==> config.mk <==
export PLATFORM = sky130hd
export DESIGN_NAME = mem_arbiter
export DESIGN_NICKNAME = d
export VERILOG_FILES = /design/src/rtl/mem_arbiter.sv
export SDC_FILE = /design/constraint.sdc
export NUM_CORES = 1
export LEC_CHECK = 0
export ABC_CLOCK_PERIOD_IN_PS = 1600
export CORE_MARGIN = 2
export CORE_UTILIZATION = 41
export CTS_BUF_LIST = sky130_fd_sc_hd__clkbuf_8
export DETAILED_ROUTE_END_ITERATION = 10
export PLACE_DENSITY_LB_ADDON = 0.12
export SYNTH_ARGS = -nofsm -noshare
export SYNTH_HDL_FRONTEND = slang
export SYNTH_SLANG_ARGS = --single-unit
==> constraint.sdc <==
create_clock -name clk -period 1.6 [get_ports clk]
set_input_delay 0.16 -clock clk [delete_from_list [all_inputs] [get_ports clk]]
set_output_delay 0.16 -clock clk [all_outputs]
set_load 0.005 [all_outputs]
==> src/rtl/mem_arbiter.sv <==
// mem_arbiter: round-robin two-port sequencer in front of the Memoria data memory.
// Latency: req sampled at edge N -> strobes in cycles N+1..N+MEM_LAT -> ack in cycle N+MEM_LAT+1.
// Backpressure: requesters hold req until ack; a losing requester waits and is served next.
module mem_arbiter #(
  parameter logic [31:0] BASE    = 32'h00400000,
  parameter int          DEPTH   = 1024,
  parameter int          MEM_LAT = 1
) (
  input  logic        clk,
  input  logic        reset_n,
  input  logic        a_req,
  input  logic        a_wr,
  input  logic [31:0] a_dir,
  input  logic [31:0] a_wdata,
  output logic        a_ack,
  output logic        a_err,
  output logic [31:0] a_rdata,
  input  logic        b_req,
  input  logic        b_wr,
  input  logic [31:0] b_dir,
  input  logic [31:0] b_wdata,
  output logic        b_ack,
  output logic        b_err,
  output logic [31:0] b_rdata,
  output logic [31:0] mem_dir,
  output logic [31:0] mem_data_in,
  output logic        mem_rd,
  output logic        mem_wd,
  input  logic [31:0] mem_data_out
);

  localparam int            CW     = (MEM_LAT > 1) ? $clog2(MEM_LAT) : 1;
  localparam logic [CW-1:0] LAT_M1 = CW'(MEM_LAT - 1);
  localparam logic [31:0]   LAST   = BASE + 32'(4 * DEPTH) - 32'd4;

  typedef enum logic [1:0] {IDLE, ACCESS, DONE} state_t;

  state_t        state, state_nxt;
  logic [CW-1:0] cnt;
  logic          ptr_b;      // 1: B has priority on the next conflict
  logic          gnt_b;      // side currently being served
  logic          lwr;
  logic [31:0]   ldir;
  logic [31:0]   lwdata;
  logic          lok;        // latched address passed range/alignment check

  logic          sel_b;
  logic          sel_wr;
  logic [31:0]   sel_dir;
  logic [31:0]   sel_wdata;
  logic          sel_ok;

  // Pick the requester to grant and check its address before it is latched
  always_comb begin
    sel_b     = b_req && (!a_req || ptr_b);
    sel_wr    = sel_b ? b_wr    : a_wr;
    sel_dir   = sel_b ? b_dir   : a_dir;
    sel_wdata = sel_b ? b_wdata : a_wdata;
    sel_ok    = (sel_dir[1:0] == 2'b00) && (sel_dir >= BASE) && (sel_dir <= LAST);
  end

  // State register
  always_ff @(posedge clk) begin
    if (!reset_n) state <= IDLE;
    else          state <= state_nxt;
  end

  // Next state and all outputs except the held read data
  always_comb begin
    state_nxt   = state;
    mem_dir     = '0;
    mem_data_in = '0;
    mem_rd      = 1'b0;
    mem_wd      = 1'b0;
    a_ack       = 1'b0;
    a_err       = 1'b0;
    b_ack       = 1'b0;
    b_err       = 1'b0;
    case (state)
      IDLE: begin
        if (a_req || b_req) state_nxt = ACCESS;
      end
      ACCESS: begin
        mem_dir     = ldir;
        mem_data_in = lwdata;
        mem_rd      = lok && !lwr;
        mem_wd      = lok && lwr;
        if (cnt == '0) state_nxt = DONE;
      end
      DONE: begin
        a_ack     = !gnt_b;
        a_err     = !gnt_b && !lok;
        b_ack     = gnt_b;
        b_err     = gnt_b && !lok;
        state_nxt = IDLE;
      end
      default: state_nxt = IDLE;
    endcase
  end

  // Grant latch, latency counter and per-port read data capture
  always_ff @(posedge clk) begin
    if (!reset_n) begin
      cnt     <= '0;
      ptr_b   <= 1'b0;
      gnt_b   <= 1'b0;
      lwr     <= 1'b0;
      ldir    <= '0;
      lwdata  <= '0;
      lok     <= 1'b0;
      a_rdata <= '0;
      b_rdata <= '0;
    end else begin
      case (state)
        IDLE: begin
          if (a_req || b_req) begin
            gnt_b  <= sel_b;
            ptr_b  <= !sel_b;
            lwr    <= sel_wr;
            ldir   <= sel_dir;
            lwdata <= sel_wdata;
            lok    <= sel_ok;
            cnt    <= LAT_M1;
          end
        end
        ACCESS: begin
          if (cnt != '0) begin
            cnt <= cnt - 1'b1;
          end else if (gnt_b) begin
            b_rdata <= (lok && !lwr) ? mem_data_out : '0;
          end else begin
            a_rdata <= (lok && !lwr) ? mem_data_out : '0;
          end
        end
        default: ;
      endcase
    end
  end

endmodule

======== Word level (Yosys, flattened, before mapping) ========
Index checks and enable logic that the tools add are counted.
word-level totals
  flip-flop bits (word level) ............. 135
  logic and storage cells ................. 59
  output and inout port bits .............. 134
  input bits .............................. 166
operators by class
  equal/unequal tests ..................... 4
  bitwise gates (word level) .............. 2
  $add $sub $neg .......................... 1
  mux-type cells .......................... 18
  order comparisons ....................... 2
  reduce and logical (&&, ||, !) cells .... 22
operators with widths
  kind                                                              count
  2-to-1 mux 32 bit                                                 5
  >= comparator 32 x 23 -> 1 bit, second input constant             1
  less-or-equal comparator 32 x 23 -> 1 bit, second input constant  1
  2-to-1 mux 1 bit                                                  9
  logical AND 1 bit                                                 7
  AND reduction 2 bit                                               3
  AND reduction 3 bit                                               2
  zero test 1 bit                                                   5
  zero test 2 bit                                                   2
  2-to-1 mux 2 bit                                                  2
  inequality test 2 bit, second input constant                      2
  one-hot mux 2 bit (2 select lines)                                1
  equality test 2 x 1 -> 1 bit, second input constant               1
  equality test 2 bit, second input constant                        1
  logical OR 1 bit                                                  2
  NOT 1 bit                                                         2
  one-hot mux 1 bit (2 select lines)                                1
  nonzero test 2 bit                                                1
  subtractor 1 bit, second input constant                           1

======== Logic depth before layout (Yosys ltp) ========
  word-level depth ........................ 7
  mapped depth ............................ 7
  gate-level depth less buffers ........... 4

======== Least setup slack after synthesis ========
No wires, ideal clock.
  path kind ............................... input port to flip-flop
  start point ............................. input a_dir[1]
  end point ............................... register lok
  data arrival time ....................... 1.337 ns
  setup time .............................. 0.096 ns
  cell stages on the path ................. 4
  setup slack ............................. 0.167 ns
  data required time ...................... 1.504 ns
  path buffers ............................ 0
  cell sequence ........................... or4b_4 -> a2111oi_4 -> a41oi_2 -> o41ai_2
on the way
  word-level cells in the longest chain between the ends .. 4
  elaborated cells on any way between the ends .. 6
  those cells by class .................... 2 x order compare; 1 x mux; 3 x reduce/logical
RTL lines
  element                                                                   RTL line  source
  start: declaration                                                        13        input logic [31:0] a_dir,
  2-to-1 mux 32 bit (*)                                                     57        sel_dir = sel_b ? b_dir : a_dir;
  >= comparator 32 x 23 -> 1 bit / zero test 2 bit (equally long branches)  59        sel_ok = (sel_dir[1:0] == 2'b00) && (sel_dir >= BASE) && (sel_dir <= LAST);
  logical AND 1 bit                                                         59
  logical AND 1 bit (*)                                                     59
  end signal: assignment                                                    122       lok <= sel_ok;
  end: declaration                                                          45        logic lok;
Every way passes the cells marked *; elsewhere a longest branch is shown, timed or not.
A chain may end at the register's enable or synchronous reset.

======== Final worst setup path ========
  start point ............................. register state[0]
  end point ............................... output mem_data_in[11]
on the way
  word-level cells in the longest chain between the ends .. 2
RTL lines
  element                       RTL line  source
  start: declaration            38        state_t state, state_nxt;
  start signal: assignment      65        else state <= state_nxt;
  equality test 2 x 1 -> 1 bit  79        case (state)
  2-to-1 mux 32 bit             79
  end: declaration              26        output logic [31:0] mem_data_in,
Every way passes these cells.

==> results.txt <==
- In the final timing run, aggregate negative setup slack is -7.50 ns.
- In this run the remaining antenna-violating nets after routing total 0.
* Total DRC errors in the routed layout: 0
- Layout cell share with drive strength beyond 1: 0.230
- The final number of max-transition violations is 0.
- Switching pwr: 0.00226 W
* Smallest hold slack: 0.270 ns
* Post-synthesis instance total: 765
- Total number of vias: 6560
* Measured slew at the worst slew-check pin: 0.486 ns
- The tree is rooted in a clkbuf_8.
* Violated checks: negative setup slack
- Cell with the most instances on the worst path: buf_12
- After synthesis the cells add up to 0.00586 sq mm.
- Maximum fanout count along the critical path: 6
- TritonCTS clock tree: built
- Category of cells accounting for the largest share of critical-path delay: buffers and inverters
* Worst-path clk slew: 0.08 ns
- The congestion estimate from routability-driven global placement came to 0.836.
- The area growth from synthesis to layout is 78.3%.
* Status: finished with violations
- The floorplan step defined a core boundary enclosing 0.0139 sq mm.
- Die Ht: 124 um
* Share of the yosys chip area belonging to registers: 0.457
- The floorplan step defined a die boundary enclosing 0.0153 sq mm.
- Total clock buffers created by CTS: 17
* Worst rel slew slack: 0.676
- Path category of the worst min-delay check: in -> reg
- Number of global-route vias before repair: 6195
* Clock Sinks: 134
- The largest individual stage delay along the critical path comes from the cell dfxtp_2.
- After filler insertion, the fill cell instance count of the layout stands at 1083.
* Number of antenna violations at the first check in global routing: 0
- The first global-routing pass estimated 31200 um of wire.
* Half-perimeter wire length after detailed placement: 13800 um
- The share of total power dissipated in the clock network is 0.348.
- Combined area of the multi-input logic cells: 0.00313 sq mm
- Row cnt: 43
- Setup repair after global routing could not meet its margin everywhere.
- In the post-route analysis, the smallest setup slack over all paths is -0.181 ns.
* Remaining global-route overflow: 0
* GR met1 Demand/Resource: 0.292
- Number of buffers inserted by port buffering: 299
- Share of flip-flops with an asynchronous set or reset after synthesis: 0
* Worst endpoint required time: 1.44 ns
* Critical path cell sequence: nor2b_4 -> buf_12 -> buf_12 -> buf_12 -> buf_6 -> and2_4 -> buf_6
- Total number of H-tree levels: 4
- In this run the count of I/O pins placed on the die edge is 300.
* Ys Warns: 0
* Highest-utilization routing layer at the global route stage: met2
- Initial standard-cell utilization of the core: 0.421
- Post-synthesis sequential element count: 134
- Met3 usage in global routing: 0.0975
- Number of iterations in the first detailed-routing pass: 4
- Setup violations remaining at the end of the flow were counted as 63.
- The critical path contains buffers and inverters numbering 5 combined.
- Counting I/O delays and the setup requirement, the final critical path takes 1.78 ns.
* Final core utilization: 0.751
* Kind of critical path: reg -> out
- Endpoint type of the worst setup path: output port
- The tool flagged a number of max-cap violations equal to 0.
* Vias per cell: 5.16
* DP Worst Slack: -0.380 ns
* Layout Nets: 1245
- Measured along the x axis, the die boundary spans 124 um.
* Area taken by flip-flops and latches: 0.00269 sq mm
- In the final routed layout, each cell accounts on average for 16.6 um.
- F_max: 561 MHz
- The later pin in the worst-skew pair is clocked with a latency of 0.46 ns.
- Of the total power, the share spent switching nets is 0.261.
- Avg Inst Size Synth: 7.67 sq um
- The netlist uses 33 different library cells.
* P_int: 0.00639 W
- Post-Syn Nets: 931
- Diodes inserted: 0
- Clock buffer depth: 2
* Leakage power of the design: 4.10 nW
- Crit path launch type: register
- Buffers inserted to repair hold after CTS numbered 0.
* Gate power share: 0.230
* Most used flip-flop cell after synthesis: dfxtp_1
- For this run, the total global-route usage over all layers was measured as 0.265.
- In this run, the number of DRC markers left after iteration 0 of detailed routing was 352.
- Global Route met2 Usage: 0.454
- Worst endpoint data arrival time: 1.62 ns
- Stage delay of the slowest cell on the critical path: 0.32 ns
- IR analysis of the VDD net gives a maximum drop of 0.000538 V.
- The number of hold-slack violations in the final timing report was 0.
- Part of the power in registers: 0.422
* Post-route fraction of the period consumed by the critical path: 1.11
- PwrDens: 826 mW/mm^2
- Total Wirelength: 21200 um
- The synthesized design contains 0 enable-type register cells.
- Clock tree skew after final layout: 0.0131 ns
- Pin count of the biggest net entering global routing: 110
* Power Total: 0.00864 W
[cells in the final DEF (no fill, tap or decap), drive strengths merged, types with 2 or more instances in the layout]
master and count:
buf 129, clkbuf 24, nor3 4, nand2b 3, bufinv 4, nor2 71
nor4 3, nor2b 2, clkinvlp 2, and2 66, nand2 197, a21oi 65
clkdlybuf4s50 229, a41oi 2, or4 3, clkinv 3, a311oi 64, nand3 65
a2111oi 2, dfxtp 134, inv 7, o21ai 2
[final cells by class]
| type | count | area share |
|---|---|---|
| Clock inverter | 14 | 0.0162 |
| Timing Repair Buffer | 365 | 0.382 |
| Tap cell | 180 | 0.0215 |
| Sequential cell | 134 | 0.257 |
| Multi-Input combinational cell | 559 | 0.299 |
| Inverter | 2 | 0.000957 |
| Clock buffer | 18 | 0.0237 |
[stage by stage]
stage,std cells,area (sq um)
CTS,1265,10000
detailed placement,1209,9230
global placement,1209,9230
finish,1272,10500
floorplan,765,5860
global route,1272,10500
[cell usage after synthesis (3+ instances only)]
master | instances | area share
a311oi_1 | 64 | 0.096
buf_2 | 9 | 0.0077
nor4_1 | 3 | 0.0032
and2_1 | 66 | 0.070
clkbuf_1 | 54 | 0.035
dfxtp_1 | 134 | 0.46
nor3_1 | 4 | 0.0034
buf_1 | 7 | 0.0045
nand3_1 | 65 | 0.055
a21oi_1 | 65 | 0.055
or4_1 | 3 | 0.0038
nand2_1 | 197 | 0.13
nor2_1 | 71 | 0.045
[per-layer routing]
metal | wire [um] | share of wire | vias up
met2 | 10700 | 0.50 | 249
li1 | - | - | 3251
met5 | 0 | 0 | -
met3 | 1840 | 0.087 | 50
met4 | 698 | 0.033 | 0
met1 | 7950 | 0.38 | 3010
[logic make-up after synthesis]
group | count (synthesis) | synth area share
AND/OR/NAND/NOR | 419 | 0.322
buffers and inverters | 72 | 0.0480
multiplexers | 1 | 0.00192
flip-flops | 134 | 0.457
AO/OA/AOI/OAI | 139 | 0.171
[worst register-to-register path: cells and delay by family, from the launching register on]
family | cells | cell delay (ns)
buffers and inverters | 5 | 0.67
and+or+nand+nor | 3 | 0.35
DFF | 1 | 0.32
AOI/OAI and AO/OA | 1 | 0.06
[flip-flops by register name, indices dropped and copies added, names as in the netlist]
signal,count
ptr_b,1
a_rdata,32
lwdata,32
b_rdata,32
lok,1
gnt_b,1
state,2
lwr,1
ldir,32
[worst paths after layout]
check / from / to / slack (ns) / cells past startpoint
min: b_wdata[4] / lwdata[4]$_SDFFE_PN0P_ / 0.27 / 3
max reg2reg: state[0]$_SDFFE_PN0P_ / b_rdata[19]$_SDFFE_PN0P_ / 0.07 / 9
max: state[0]$_SDFFE_PN0P_ / mem_data_in[11] / -0.18 / 7
min reg2reg: b_rdata[2]$_SDFFE_PN0P_ / b_rdata[2]$_SDFFE_PN0P_ / 0.45 / 2
[power by group through the flow]
stage / sequential [W] / combinational [W] / clock, W
final: 0.00365 / 0.00199 / 0.00301
after global routing: 0.00367 / 0.00215 / 0.00317
after CTS: 0.00364 / 0.00183 / 0.00305
after detailed placement: 0.00370 / 0.00160 / 0
after global placement: 0.00370 / 0.00159 / 0
after floorplan: 0.00368 / 0.000706 / 0
[what timing repair did]
action | in CTS | in global routing
hold endpoints to repair | 0 | 0
endpoints found under the setup margin | 70 | 158
buffers inserted | 19 | 4
pin swaps | 39 | 24
gates cloned | 5 | 5
gates resized for setup | 367 | 88
(Power assumes the default switching activity.)
